## src/rtl/motoro3_commutator_ramp.sv

```systemverilog
// Six-step BLDC commutation sequencer with a soft-start period ramp, direction select,
// a timed active brake and a saturating revolution counter. All state advances on the falling clock edge.
module motoro3_commutator_ramp #(
  parameter int CNT_W        = 25,
  parameter int START_PERIOD = 166_667,
  parameter int MIN_PERIOD   = 1_667,
  parameter int RAMP_W       = 16,
  parameter int BRAKE_CYC    = 100_000,
  parameter int ROUND_W      = 32
) (
  input  logic               clk,
  input  logic               nRst,
  input  logic               start,
  input  logic               stop,
  input  logic               dir,
  input  logic [CNT_W-1:0]   target_per,
  input  logic [RAMP_W-1:0]  ramp_step,
  output logic               aE,
  output logic               bE,
  output logic               cE,
  output logic               aH1_L0,
  output logic               bH1_L0,
  output logic               cH1_L0,
  output logic [2:0]         step,
  output logic [1:0]         state,
  output logic [CNT_W-1:0]   cur_per,
  output logic [CNT_W-1:0]   cnt,
  output logic               at_speed,
  output logic [ROUND_W-1:0] rounds
);

  // One extra bit so period +/- ramp arithmetic can never wrap.
  localparam int AW = ((CNT_W > RAMP_W) ? CNT_W : RAMP_W) + 1;

  localparam logic [CNT_W-1:0] START_P    = CNT_W'(START_PERIOD);
  localparam logic [CNT_W-1:0] START_LOAD = CNT_W'(START_PERIOD - 1);
  localparam logic [CNT_W-1:0] MIN_P      = CNT_W'(MIN_PERIOD);
  localparam logic [CNT_W-1:0] BRAKE_LOAD = CNT_W'(BRAKE_CYC - 1);

  typedef enum logic [1:0] {
    S_IDLE  = 2'd0,
    S_RAMP  = 2'd1,
    S_RUN   = 2'd2,
    S_BRAKE = 2'd3
  } state_e;

  state_e               state_q;
  state_e               run_d;
  logic [2:0]           step_q;
  logic [2:0]           step_d;
  logic [CNT_W-1:0]     cnt_q;
  logic [CNT_W-1:0]     per_q;
  logic [CNT_W-1:0]     per_d;
  logic [ROUND_W-1:0]   rounds_q;
  logic [ROUND_W-1:0]   rounds_d;
  logic                 start_q;

  logic                 start_up;
  logic                 running;
  logic                 brake_req;
  logic [CNT_W-1:0]     eff_tgt;
  logic [AW-1:0]        per_x;
  logic [AW-1:0]        tgt_x;
  logic [AW-1:0]        ramp_x;
  logic [2:0]           en_v;
  logic [2:0]           hi_v;

  assign start_up  = start & ~start_q;
  assign running   = (state_q == S_RAMP) || (state_q == S_RUN);
  assign brake_req = running && (stop || !start);
  assign eff_tgt   = (target_per < MIN_P) ? MIN_P : target_per;

  assign per_x  = AW'(per_q);
  assign tgt_x  = AW'(eff_tgt);
  assign ramp_x = AW'(ramp_step);

  // Move toward the target by ramp_step, landing exactly on it rather than overshooting.
  always_comb begin
    // NOTE: every combinational output gets a default first so no path can infer a latch.
    per_d = eff_tgt;
    if (ramp_step != '0) begin
      if ((per_x > tgt_x) && ((per_x - tgt_x) > ramp_x)) begin
        per_d = CNT_W'(per_x - ramp_x);
      end else if ((per_x < tgt_x) && ((tgt_x - per_x) > ramp_x)) begin
        per_d = CNT_W'(per_x + ramp_x);
      end
    end
  end

  always_comb begin
    if (dir) begin
      step_d = (step_q == 3'd6) ? 3'd1 : step_q + 3'd1;
    end else begin
      step_d = (step_q == 3'd1) ? 3'd6 : step_q - 3'd1;
    end
  end

  // Step 1 is only reachable from 6 (forward) or 2 (reverse), so landing on it is a wrap.
  assign rounds_d = ((step_d == 3'd1) && (rounds_q != '1)) ? rounds_q + ROUND_W'(1) : rounds_q;

  always_comb begin
    if (state_q == S_RUN) begin
      run_d = (eff_tgt != per_q) ? S_RAMP : S_RUN;
    end else begin
      run_d = (per_d == eff_tgt) ? S_RUN : S_RAMP;
    end
  end

  always_ff @(negedge clk or negedge nRst) begin
    if (!nRst) begin
      state_q  <= S_IDLE;
      step_q   <= 3'd0;
      cnt_q    <= '0;
      per_q    <= START_P;
      rounds_q <= '0;
      start_q  <= 1'b0;
    end else begin
      // NOTE: sequential state uses non-blocking assignments so every register sees pre-edge values.
      start_q <= start;
      unique case (state_q)
        S_IDLE: begin
          if (start_up && !stop) begin
            state_q  <= S_RAMP;
            step_q   <= 3'd1;
            per_q    <= START_P;
            cnt_q    <= START_LOAD;
            rounds_q <= '0;
          end
        end
        S_RAMP, S_RUN: begin
          if (brake_req) begin
            state_q <= S_BRAKE;
            step_q  <= 3'd0;
            cnt_q   <= BRAKE_LOAD;
          end else if (cnt_q == '0) begin
            state_q  <= run_d;
            step_q   <= step_d;
            rounds_q <= rounds_d;
            per_q    <= per_d;
            cnt_q    <= per_d - 1'b1;
          end else begin
            cnt_q <= cnt_q - 1'b1;
          end
        end
        S_BRAKE: begin
          if (cnt_q == '0) begin
            state_q <= S_IDLE;
          end else begin
            cnt_q <= cnt_q - 1'b1;
          end
        end
        default: state_q <= S_IDLE;
      endcase
    end
  end

  // Phase decode: bit order is {a, b, c}.
  always_comb begin
    en_v = 3'b000;
    hi_v = 3'b000;
    if (state_q == S_BRAKE) begin
      en_v = 3'b111;
    end else if (running) begin
      unique case (step_q)
        3'd1:    begin en_v = 3'b101; hi_v = 3'b100; end
        3'd2:    begin en_v = 3'b011; hi_v = 3'b010; end
        3'd3:    begin en_v = 3'b110; hi_v = 3'b010; end
        3'd4:    begin en_v = 3'b101; hi_v = 3'b001; end
        3'd5:    begin en_v = 3'b011; hi_v = 3'b001; end
        3'd6:    begin en_v = 3'b110; hi_v = 3'b100; end
        default: begin en_v = 3'b000; hi_v = 3'b000; end
      endcase
    end
  end

  assign {aE, bE, cE}             = en_v;
  assign {aH1_L0, bH1_L0, cH1_L0} = hi_v;
  assign step                     = step_q;
  assign state                    = state_q;
  assign cur_per                  = per_q;
  assign cnt                      = cnt_q;
  assign at_speed                 = (state_q == S_RUN);
  assign rounds                   = rounds_q;

endmodule

```

## config.mk

```make
export PLATFORM = sky130hd
export DESIGN_NAME = motoro3_commutator_ramp
export DESIGN_NICKNAME = d
export VERILOG_FILES = /design/src/rtl/motoro3_commutator_ramp.sv
export SDC_FILE = /design/constraint.sdc
export NUM_CORES = 1
export LEC_CHECK = 0
export BUFFER_PORTS_ARGS = -buffer_cell sky130_fd_sc_hd__buf_2
export CELL_PAD_IN_SITES_DETAIL_PLACEMENT = 0
export CELL_PAD_IN_SITES_GLOBAL_PLACEMENT = 2
export CORE_ASPECT_RATIO = 1.5
export CORE_MARGIN = 4
export CORE_UTILIZATION = 35
export CTS_CLUSTER_DIAMETER = 150
export DETAILED_ROUTE_END_ITERATION = 12
export MAX_ROUTING_LAYER = met4
export PLACE_DENSITY = 0.94
export SYNTH_ARGS = -nofsm -noshare
export SYNTH_HDL_FRONTEND = slang
export SYNTH_SLANG_ARGS = --single-unit
```

## constraint.sdc

```tcl
create_clock -name clk -period 6.85 [get_ports clk]
set_input_delay 1.37 -clock clk [delete_from_list [all_inputs] [get_ports clk]]
set_output_delay 1.37 -clock clk [all_outputs]
set_load 0.05 [all_outputs]
```

==> impl_metrics.json, run 1 <==
{
  "syn_area_per_cell_um2": 7.411,
  "synthTopCellsByCount": "nor2_1 (162), nand2_1 (132), a21oi_1 (123)",
  "finalPower_mw": 7.571,
  "ctsRootBufferMaster": "clkbuf_16",
  "hold_ws_ns": 0.4826,
  "regToRegSetupSlack_ns": 0.44,
  "violations": "setup timing",
  "cts_tree": "built",
  "cp_slowest_cell": "or4_4",
  "worstSetupStartpointType": "input port",
  "yosysSeqAreaShare": 0.1777,
  "htree_levels": 3,
  "async_flop_share": 1.000,
  "cp_num_buf_inv": 9,
  "crit_fanout": 6,
  "min_path_type": "register to register",
  "drt-total-wl_um": 60720,
  "cp.required_ns": 3.64,
  "grt_overflow": 0,
  "fp.dieArea_um2": 38720,
  "ys_ff_latch": 88,
  "grt_pass1_wl_um": 91160,
  "yosysTopAreaCellShare": 0.1608,
  "drt_first_iter_violations": 1160,
  "cp.arrival_ns": 8.20,
  "critPathMaxStageDelay_ns": 0.56,
  "powerDensity_nw_per_um2": 392.0,
  "wl_per_cell_um": 21.61,
  "vias_per_cell": 5.794,
  "numCtsBuffers": 9,
  "tightest_slew_ns": 0.9861,
  "setup_tns_ns": -206.11,
  "vias": 16281,
  "numClockSinks": 88,
  "die_w_um": 162,
  "p_leak_nw": 9.274,
  "synth_compound_gate_area_share": 0.2834,
  "final-setup-viol-count": 52,
  "ioPinCount": 140,
  "drtAntennaViolNets": 0,
  "yosysTopAreaCell": "dfrtn_1",
  "io_buffer_count": 139,
  "drv_cap": 0,
  "synth_top_family_by_area": "compound AO/OA/AOI/OAI gates",
  "layout_setup_ws_ns": -4.563,
  "synthSimpleGateAreaFrac": 0.2466,
  "initial_utilization": 0.3547,
  "gp_congestion": 1.196,
  "grt_pass1_vias": 16431,
  "core_area_um2": 35100,
  "slew_violations": 0,
  "finalHoldViolations": 0,
  "path_clk_slew_ns": 0.05,
  "syn_inst": 1680,
  "hold_buffers": 0,
  "antenna_found_initial": 0,
  "dr.pass1.iters": 5,
  "synth_cell_types": 93,
  "drc": 0,
  "ir_drop_mv": 0.5403,
  "worst_path_most_repeated_cell": "buf_4",
  "clk_latency_ns": 0.43,
  "outcome": "complete, but fails checks",
  "synth-xor-area-share": 0.09215,
  "area.growth.synth_to_final_pct": 55.12,
  "grt_start_max_net_pins": 46,
  "crit_family": "simple AND/OR/NAND/NOR gates",
  "drive_gt1_frac": 0.3979,
  "syn_area_um2": 12450,
  "die_y_um": 239.0,
  "grt_usage": 0.3113,
  "fin_nets": 2503,
  "path_class": "input port to register",
  "fin_skew_ns": 0.07058,
  "synth_edf_count": 0,
  "num_rows": 84,
  "place_hpwl_um": 49270,
  "slew_headroom": 0.3382,
  "synthTopCellsByArea": "dfrtn_1 (16%), ha_1 (12%), xnor2_1 (5.3%), a21oi_1 (4.9%), nor2_1 (4.9%)",
  "cts_buffer_depth": 2,
  "synth_mux_area_frac": 0.008341,
  "antenna_cells": 0,
  "endpoint_kind": "register",
  "post-place-ws_ns": -5.080,
  "yosysMostFrequentCell": "nor2_1",
  "yosysWarnings": 0,
  "rsz0062_at_grt": "yes",
  "ys.flop_type": "dfrtn_1",
  "syn-num-nets": 1851,
  "synthAdderAreaFrac": 0.1280
}
[flip-flops by register name, summed over array words and instances, names as in the netlist]
register	flops
cnt	25
cur_per	25
rounds	32
start_q	1
state	2
step	3
[worst paths after layout]
check / startpoint / endpoint / cells after the start
min in group asynchronous: nRst / rounds[17]$_DFFE_NN0P_ / 1
max in group asynchronous: nRst / rounds[0]$_DFFE_NN0P_ / 2
worst max register to register: cur_per[0]$_DFFE_NN1P_ / state[0]$_DFFE_NN0P_ / 29
worst min register to register: rounds[0]$_DFFE_NN0P_ / rounds[0]$_DFFE_NN0P_ / 1
worst max-delay path: target_per[12] / cnt[8]$_DFFE_NN0P_ / 37
worst min-delay path: rounds[0]$_DFFE_NN0P_ / rounds[0]$_DFFE_NN0P_ / 1
[cells by family (layout without fill, tap and decap cells)]
family	after synthesis	in the layout
and+or+nand+nor	607	607
AOI/OAI and AO/OA	520	520
buffers and inverters	199	856
xor gates and xnor gates	131	131
adders and majority gates	125	125
DFF	88	88
muxes	10	10
[stage by stage]
stage	instance area, um2	instances	utilization
2_1_floorplan	12900	1680	-
3_3_place_gp	17870	2748	0.5092
3_5_place_dp	17870	2748	0.5092
4_1_cts	18990	2795	0.5409
5_1_grt	19310	2810	0.5502
6_report	19310	2810	0.5502
[routing by layer]
| metal | up-vias | GRT usage | routed length [um] |
|---|---|---|---|
| met1 | 7641 | 0.3224 | 21360 |
| met3 | 339 | 0.03881 | 3779 |
| met5 | - | - | 0 |
| met2 | 845 | 0.5244 | 29190 |
| met4 | 0 | 0.2596 | 6397 |
| li1 | 7456 | - | - |
[cell usage in the layout, fill, tap and decap left out, types with 9 or more instances in the layout]
master / synthesis / final
dfrtn_1: 80 / 80
a21oi_2: 0 / 12
buf_4: 1 / 546
a211oi_1: 20 / 15
or3_1: 19 / 16
o22ai_1: 25 / 21
nor2b_1: 21 / 18
nor2_1: 162 / 155
buf_2: 11 / 133
nand2_1: 132 / 124
o211ai_1: 15 / 15
nand2b_1: 22 / 21
nor3_1: 50 / 44
a21o_1: 29 / 29
inv_1: 106 / 111
and3_1: 22 / 22
a22oi_1: 20 / 14
a22o_1: 9 / 9
xnor2_1: 76 / 70
o21a_1: 17 / 15
xor2_1: 55 / 52
ha_1: 121 / 109
buf_6: 4 / 38
a21oi_1: 123 / 107
nor4_1: 30 / 23
o31ai_1: 12 / 11
nand4_1: 24 / 24
a31oi_1: 12 / 12
nand3_1: 60 / 53
o21ai_0: 105 / 83
ha_4: 0 / 9
o21ai_1: 7 / 18
o21bai_1: 16 / 13
clkbuf_16: 0 / 9
[report_power, final]
part / switching (mW) / leakage [nW] / internal [mW]
Clock: 0.249 / 0.177 / 0.253
Combinational: 3.54 / 7.94 / 2.75
Sequential: 0.158 / 1.15 / 0.625
[area by class of cell]
class | instances | area, um2
tap | 473 | 591.8
clock inverter | 14 | 70.07
inverter | 107 | 404.1
clock buffer | 10 | 229.0
fill | 3278 | 15790
timing repair buffer | 725 | 5343
sequential | 88 | 2212
multi-input combinational | 1393 | 10460
[what timing repair did]
action                                  in CTS  in global routing
endpoints found under the hold margin        0                  0
pin swaps                                   74                 37
endpoints found under the setup margin      53                 53
buffers inserted                            26                 19
resized for setup                          128                 45
No activity file was read; power rests on OpenSTA's default activity.
==> run 2, diff against run 1 <==
--- a/config.mk
+++ b/config.mk
@@ -15,6 +15,7 @@
 export DETAILED_ROUTE_END_ITERATION = 12
 export MAX_ROUTING_LAYER = met4
 export PLACE_DENSITY = 0.94
+export SETUP_SLACK_MARGIN = 0.05
 export SYNTH_ARGS = -nofsm -noshare
 export SYNTH_HDL_FRONTEND = slang
 export SYNTH_SLANG_ARGS = --single-unit
==> run 2 against run 1 <==
The flow still finishes with violations (setup timing); routed wire length down 0.42%; die area stayed put; clock-buffer cell count is 1 higher; critical path depth shrank 2; clock power rose by 16%; register-to-register slack improved by 0.04 ns; sequential share of layout area up 0.055 points; critical path type unchanged; highest routed layer unchanged.
==> impl_metrics.json, run 2 (synthesis gave the netlist of run 1 again) <==
{
  "fin_nets": 2479,
  "htree_levels": 3,
  "drive_gt1_frac": 0.3960,
  "min_path_type": "register to register",
  "hold_ws_ns": 0.4747,
  "slew_headroom": 0.4397,
  "ctsRootBufferMaster": "clkbuf_16",
  "critPathMaxStageDelay_ns": 0.55,
  "layout_common_cells": "buf_4 (528), nor2_1 (152), buf_2 (133)",
  "clk_latency_ns": 0.42,
  "die_w_um": 162,
  "dp.cells": 2733,
  "grt_pass1_vias": 16146,
  "path_class": "input port to register",
  "final_common_cell": "buf_4",
  "numCtsBuffers": 9,
  "slew_violations": 0,
  "finalPower_mw": 7.673,
  "ioPinCount": 140,
  "tightest_slew_ns": 0.8296,
  "antenna_cells": 0,
  "die_y_um": 239.0,
  "cp_slowest_cell": "or4_4",
  "antenna_found_initial": 0,
  "rsz0062_at_grt": "yes",
  "hold_buffers": 0,
  "worstSetupStartpointType": "input port",
  "crit_path_start": "target_per[23]",
  "fin_cells": 2786,
  "violations": "setup timing",
  "crit_fanout": 7,
  "grt_overflow": 0,
  "drc": 0,
  "regToRegSetupSlack_ns": 0.48,
  "grt_start_max_net_pins": 51,
  "vias_per_cell": 5.748,
  "drt-total-wl_um": 60470,
  "ir_drop_mv": 0.4018,
  "grt_pass1_wl_um": 90560,
  "numClockSinks": 88,
  "min_to": "cnt[12]$_DFFE_NN0P_",
  "wl_per_cell_um": 21.70,
  "p_leak_nw": 9.167,
  "layout_setup_ws_ns": -4.402,
  "core_area_um2": 35100,
  "gp_congestion": 1.233,
  "cp.arrival_ns": 8.03,
  "fp.dieArea_um2": 38720,
  "hold_path_startpoint": "cnt[12]$_DFFE_NN0P_",
  "dr.pass1.iters": 5,
  "cts_buffer_depth": 2,
  "drtAntennaViolNets": 0,
  "dpl-instance-area_um2": 17780,
  "vias": 16014,
  "utilization": 0.5475,
  "cp.required_ns": 3.63,
  "drv_cap": 0,
  "endpoint_kind": "register",
  "fin_skew_ns": 0.06202,
  "holdPathStages": 1,
  "num_rows": 84,
  "path_clk_slew_ns": 0.05,
  "fillers": 3307,
  "r2r-start": "cur_per[0]$_DFFE_NN1P_",
  "largest_reg_flops": 32,
  "drt_first_iter_violations": 1328,
  "setup_tns_ns": -194.08,
  "cts_tree": "built",
  "area.growth.synth_to_final_pct": 54.38,
  "io_buffer_count": 139,
  "grt_usage": 0.3096,
  "r2r-end": "state[0]$_DFFE_NN0P_",
  "finalHoldViolations": 0,
  "post-place-ws_ns": -5.043,
  "initial_utilization": 0.3547,
  "final_cell_area_um2": 19220,
  "final-setup-viol-count": 52,
  "powerDensity_nw_per_um2": 399.2,
  "outcome": "complete, but fails checks",
  "reg2reg_depth": 30,
  "place_hpwl_um": 49010
}
## run 2: layout make-up
class | instances | area [um2] | area share
well taps | 473 | 591.8 | 0.03079
repair buffers | 701 | 5120 | 0.2664
inverters | 107 | 404.1 | 0.02103
clock buffers | 11 | 264.0 | 0.01374
multi-input cells | 1393 | 10540 | 0.5481
flip-flops and latches | 88 | 2212 | 0.1151
clock inverters | 13 | 93.84 | 0.004882
## run 2: worst max-delay path: cells and delay by family
kind                       cells  cell delay (ns)
AOI/OAI and AO/OA             15             2.65
and+or+nand+nor               10             2.36
buffers and inverters          6             1.03
adders and majority gates      2             0.39
xor gates and xnor gates       2             0.23
## run 2: worst max-delay path by stage
stage / to / cells past startpoint / slack (ns)
global placement: state[0]$_DFFE_NN0P_ / 36 / -4.87
detailed placement: state[0]$_DFFE_NN0P_ / 37 / -5.04
floorplan: cnt[24]$_DFFE_NN0P_ / 33 / -4.39
CTS: cnt[24]$_DFFE_NN0P_ / 33 / -4.22
global route: cnt[22]$_DFFE_NN0P_ / 35 / -4.66
finish: cnt[22]$_DFFE_NN0P_ / 35 / -4.40
## run 2: where the power goes
group	internal (mW)	switching [mW]	leakage (nW)	total, mW
registers	0.625	0.155	1.15	0.780
logic	2.74	3.57	7.81	6.31
clock network	0.326	0.257	0.201	0.583
## run 2: what timing repair did
action,4_1_cts,5_1_grt
pin swaps,31,52
cloned,0,0
endpoints found under the setup margin,55,57
resized for setup,78,100
buffers inserted,13,20
## run 2: layer usage
metal	track usage	wire length (um)	vias to the layer above
met1	0.3242	21340	7503
met5	-	0	-
li1	-	-	7391
met2	0.5185	29120	793
met4	0.2557	6453	0
met3	0.03864	3560	327
==> run 3, diff against run 2 <==
--- a/config.mk
+++ b/config.mk
@@ -6,7 +6,7 @@
 export NUM_CORES = 1
 export LEC_CHECK = 0
 export BUFFER_PORTS_ARGS = -buffer_cell sky130_fd_sc_hd__buf_2
-export CELL_PAD_IN_SITES_DETAIL_PLACEMENT = 0
+export CELL_PAD_IN_SITES_DETAIL_PLACEMENT = 1
 export CELL_PAD_IN_SITES_GLOBAL_PLACEMENT = 2
 export CORE_ASPECT_RATIO = 1.5
 export CORE_MARGIN = 4
==> run 3 against run 2 <==
Synthesized cell count unchanged; the flow now stops in global routing (5_1_grt); synthesized area unchanged.
==> impl_metrics.json, run 3 <==
{
  "ys.flop_type": "dfrtn_1",
  "synth_edf_count": 0,
  "yosysMostFrequentCell": "nor2_1",
  "synthTopCellsByArea": "dfrtn_1 (16%), ha_1 (12%), xnor2_1 (5.3%), a21oi_1 (4.9%), nor2_1 (4.9%)",
  "syn_area_um2": 12450,
  "synth-xor-area-share": 0.09215,
  "numClockSinks": 88,
  "outcome": "aborted with a tool error",
  "haltStage": "global routing (5_1_grt)",
  "die_y_um": 239.0,
  "syn_inst": 1680,
  "numCtsBuffers": 9,
  "synth_cell_types": 93,
  "yosysSeqAreaShare": 0.1777,
  "num_rows": 84,
  "synthTopCellsByCount": "nor2_1 (162), nand2_1 (132), a21oi_1 (123)",
  "ys_ff_latch": 88,
  "grt_usage": 0.6324,
  "yosysTopAreaCell": "dfrtn_1",
  "hold_buffers": 0,
  "post-place-ws_ns": -5.258,
  "ctsRootBufferMaster": "clkbuf_16",
  "grt_overflow": 6,
  "synthAdderAreaFrac": 0.1280,
  "gp_congestion": 1.233,
  "syn-num-nets": 1851,
  "cts_buffer_depth": 2,
  "io_buffer_count": 139,
  "place_hpwl_um": 58490,
  "syn_area_per_cell_um2": 7.411,
  "yosysTopAreaCellShare": 0.1608,
  "synth_mux_area_frac": 0.008341,
  "yosysWarnings": 0,
  "ioPinCount": 140,
  "htree_levels": 3,
  "synth_compound_gate_area_share": 0.2834,
  "die_w_um": 162,
  "worst-ep-kind": "register input",
  "grt_start_max_net_pins": 51,
  "synth_top_family_by_area": "compound AO/OA/AOI/OAI gates",
  "synthSimpleGateAreaFrac": 0.2466,
  "crit_endpoint": "state[0]$_DFFE_NN0P_/D",
  "error_line": "[ERROR GRT-0232] Routing congestion too high. Check the congestion heatmap in the GUI.",
  "initial_utilization": 0.3547,
  "async_flop_share": 1.000
}
run 3: cell counts after synthesis:
No cell type changed its count.
run 3: through the flow:
stage | cell area, um2 | util | instances | TNS (ns)
floorplan | 12920 | - | 1680 | -182.93
global placement | 17780 | 0.5064 | 2733 | -216.75
detailed placement | 17780 | 0.5064 | 2733 | -235.95
CTS | 19640 | 0.5596 | 2804 | -194.61
run 3: kinds of logic after synthesis:
group,after synthesis
compound gates,520
xor+xnor,131
fa+ha+maj,125
buf+inv,199
flops,88
mux,10
simple gates,607
run 3: timing repair:
| action | CTS |
|---|---|
| resized for setup | 230 |
| pin swaps | 90 |
| endpoints found under the setup margin | 55 |
| cloned | 1 |
| setup buffers | 51 |
run 3: layer usage:
layer,GRT overflow,track usage
met1,0,0.5966
met2,0,0.8374
met3,0,0.3952
met4,6,0.6568
met5,-,-
==> run 4, diff against run 3 <==
==> config.mk (replaced) <==
export PLATFORM = sky130hd
export DESIGN_NAME = motoro3_commutator_ramp
export DESIGN_NICKNAME = d
export VERILOG_FILES = /design/src/rtl/motoro3_commutator_ramp.sv
export SDC_FILE = /design/constraint.sdc
export NUM_CORES = 1
export LEC_CHECK = 0
export BUFFER_PORTS_ARGS = -buffer_cell sky130_fd_sc_hd__buf_2
export CORE_MARGIN = 4
export CORE_UTILIZATION = 21
export DETAILED_ROUTE_END_ITERATION = 12
export PLACE_DENSITY_LB_ADDON = 0.15
export SYNTH_ARGS = -nofsm -noshare
export SYNTH_HDL_FRONTEND = slang
export SYNTH_SLANG_ARGS = --single-unit
==> run 4 against run 3 <==
The flow now finishes, with violations (setup timing).
==> impl_metrics.json, run 4 (synthesis gave the netlist of run 1 again) <==
{
  "outcome": "complete, but fails checks",
  "violations": "setup timing",
  "grt_usage": 0.2070,
  "rsz0062_at_grt": "yes",
  "clk_latency_ns": 0.44,
  "drv_cap": 0,
  "path_clk_slew_ns": 0.05,
  "slew_headroom": 0.3608,
  "switching_share": 0.5132,
  "crit_fanout": 6,
  "gp_congestion": 0.9497,
  "antenna_found_initial": 1,
  "p_int_mw": 4.000,
  "finalHoldViolations": 0,
  "regToRegSetupSlack_ns": 0.29,
  "cp_slowest_cell": "nor4_4",
  "grt_pass1_wl_um": 100700,
  "fin_nets": 2544,
  "fp.dieArea_um2": 63250,
  "dp.cells": 3056,
  "p_leak_nw": 9.560,
  "min_path_type": "register to register",
  "htree_levels": 3,
  "critPathMaxStageDelay_ns": 0.38,
  "slew_violations": 0,
  "grt_start_max_net_pins": 36,
  "ir_drop_mv": 0.2289,
  "layout_common_cells": "buf_4 (560), nor2_1 (152), buf_2 (135)",
  "ctsRootBufferMaster": "clkbuf_16",
  "power.sequential.fraction": 0.095,
  "endpoint_kind": "register",
  "initial_utilization": 0.2138,
  "p_sw_mw": 4.218,
  "io_buffer_count": 139,
  "cp.arrival_ns": 7.81,
  "final_common_cell": "buf_4",
  "final-setup-viol-count": 52,
  "largest_reg_flops": 32,
  "core_area_um2": 58250,
  "worstSetupStartpointType": "input port",
  "cts_buffer_depth": 2,
  "numClockSinks": 88,
  "dr.pass1.iters": 5,
  "drive_gt1_frac": 0.4291,
  "die_y_um": 251.5,
  "drt_first_iter_violations": 1161,
  "drtAntennaViolNets": 0,
  "drt-total-wl_um": 68100,
  "num_rows": 88,
  "path_class": "input port to register",
  "cp.required_ns": 3.62,
  "area.growth.synth_to_final_pct": 64.75,
  "antenna_cells": 0,
  "die_w_um": 251.5,
  "vias": 15781,
  "numCtsBuffers": 9,
  "p_comb_frac": 0.837,
  "layout_setup_ws_ns": -4.193,
  "fin_cells": 3142,
  "grt_overflow": 0,
  "hold_buffers": 0,
  "cts_tree": "built",
  "vias_per_cell": 5.023,
  "wl_per_cell_um": 21.67,
  "powerDensity_nw_per_um2": 400.6,
  "tightest_slew_ns": 0.9531,
  "p_clk_frac": 0.068,
  "ioPinCount": 140,
  "grt_pass1_vias": 15757,
  "drc": 0,
  "fin_skew_ns": 0.06981,
  "place_hpwl_um": 57220,
  "hold_ws_ns": 0.4609
}
[run 4: area by class of cell]
class,instances,area (um2)
fillers,6177,37730
multi-input cells,1393,10840
flip-flops and latches,88,2212
well taps,765,957.2
repair buffers,766,5777
inverters,107,404.1
clock inverters,14,97.59
clock buffers,9,225.2
[run 4: final timing paths]
kind                                        startpoint               endpoint  cells past startpoint
worst max-delay path                    target_per[17]    cnt[24]$_DFFE_NN0P_                     37
worst min-delay path               cnt[12]$_DFFE_NN0P_    cnt[12]$_DFFE_NN0P_                      1
worst max register to register  cur_per[0]$_DFFE_NN1P_    cnt[24]$_DFFE_NN0P_                     30
worst min register to register     cnt[12]$_DFFE_NN0P_    cnt[12]$_DFFE_NN0P_                      1
max in group asynchronous                         nRst    cnt[17]$_DFFE_NN0P_                      2
min in group asynchronous                         nRst  rounds[6]$_DFFE_NN0P_                      1
[run 4: per-stage QoR]
step | util | power, mW | instance area, um2 | worst slack (ns) | setup TNS (ns)
floorplan | - | 3.988 | 12900 | -4.390 | -182.89
global placement | 0.3154 | 6.591 | 18370 | -5.635 | -246.68
detailed placement | 0.3154 | 6.582 | 18370 | -5.604 | -241.22
CTS | 0.3399 | 7.749 | 19800 | -4.281 | -180.28
global route | 0.3522 | 8.725 | 20510 | -4.588 | -196.50
finish | 0.3522 | 8.217 | 20510 | -4.193 | -182.19
[run 4: power groups by stage]
stage	combinational [mW]	sequential (mW)	clock, mW
after floorplan	2.93	1.05	0.00810
final	6.88	0.782	0.560
after detailed placement	5.77	0.802	0.00810
after global placement	5.78	0.799	0.00810
after CTS	6.38	0.791	0.581
after global routing	7.33	0.799	0.597
[run 4: critical path, delay by kind of cell]
kind / cells / cell delay (ns)
buffers and inverters: 5 / 0.76
XOR/XNOR: 2 / 0.27
adder cells (fa/ha/maj): 3 / 0.76
AND/OR/NAND/NOR: 17 / 3.25
AO/OA/AOI/OAI: 10 / 1.38
[run 4: metal layers]
layer	vias up	global-route usage	share of wire
li1	7522	-	-
met1	7669	0.2982	0.48
met5	-	0	0
met3	77	0.02897	0.052
met2	513	0.3285	0.44
met4	0	0.04692	0.025
[run 4: repair_timing]
| item | 4_1_cts | 5_1_grt |
|---|---|---|
| pin swaps | 97 | 78 |
| resized for setup | 175 | 108 |
| setup buffers | 43 | 31 |
| setup endpoints to repair | 53 | 58 |
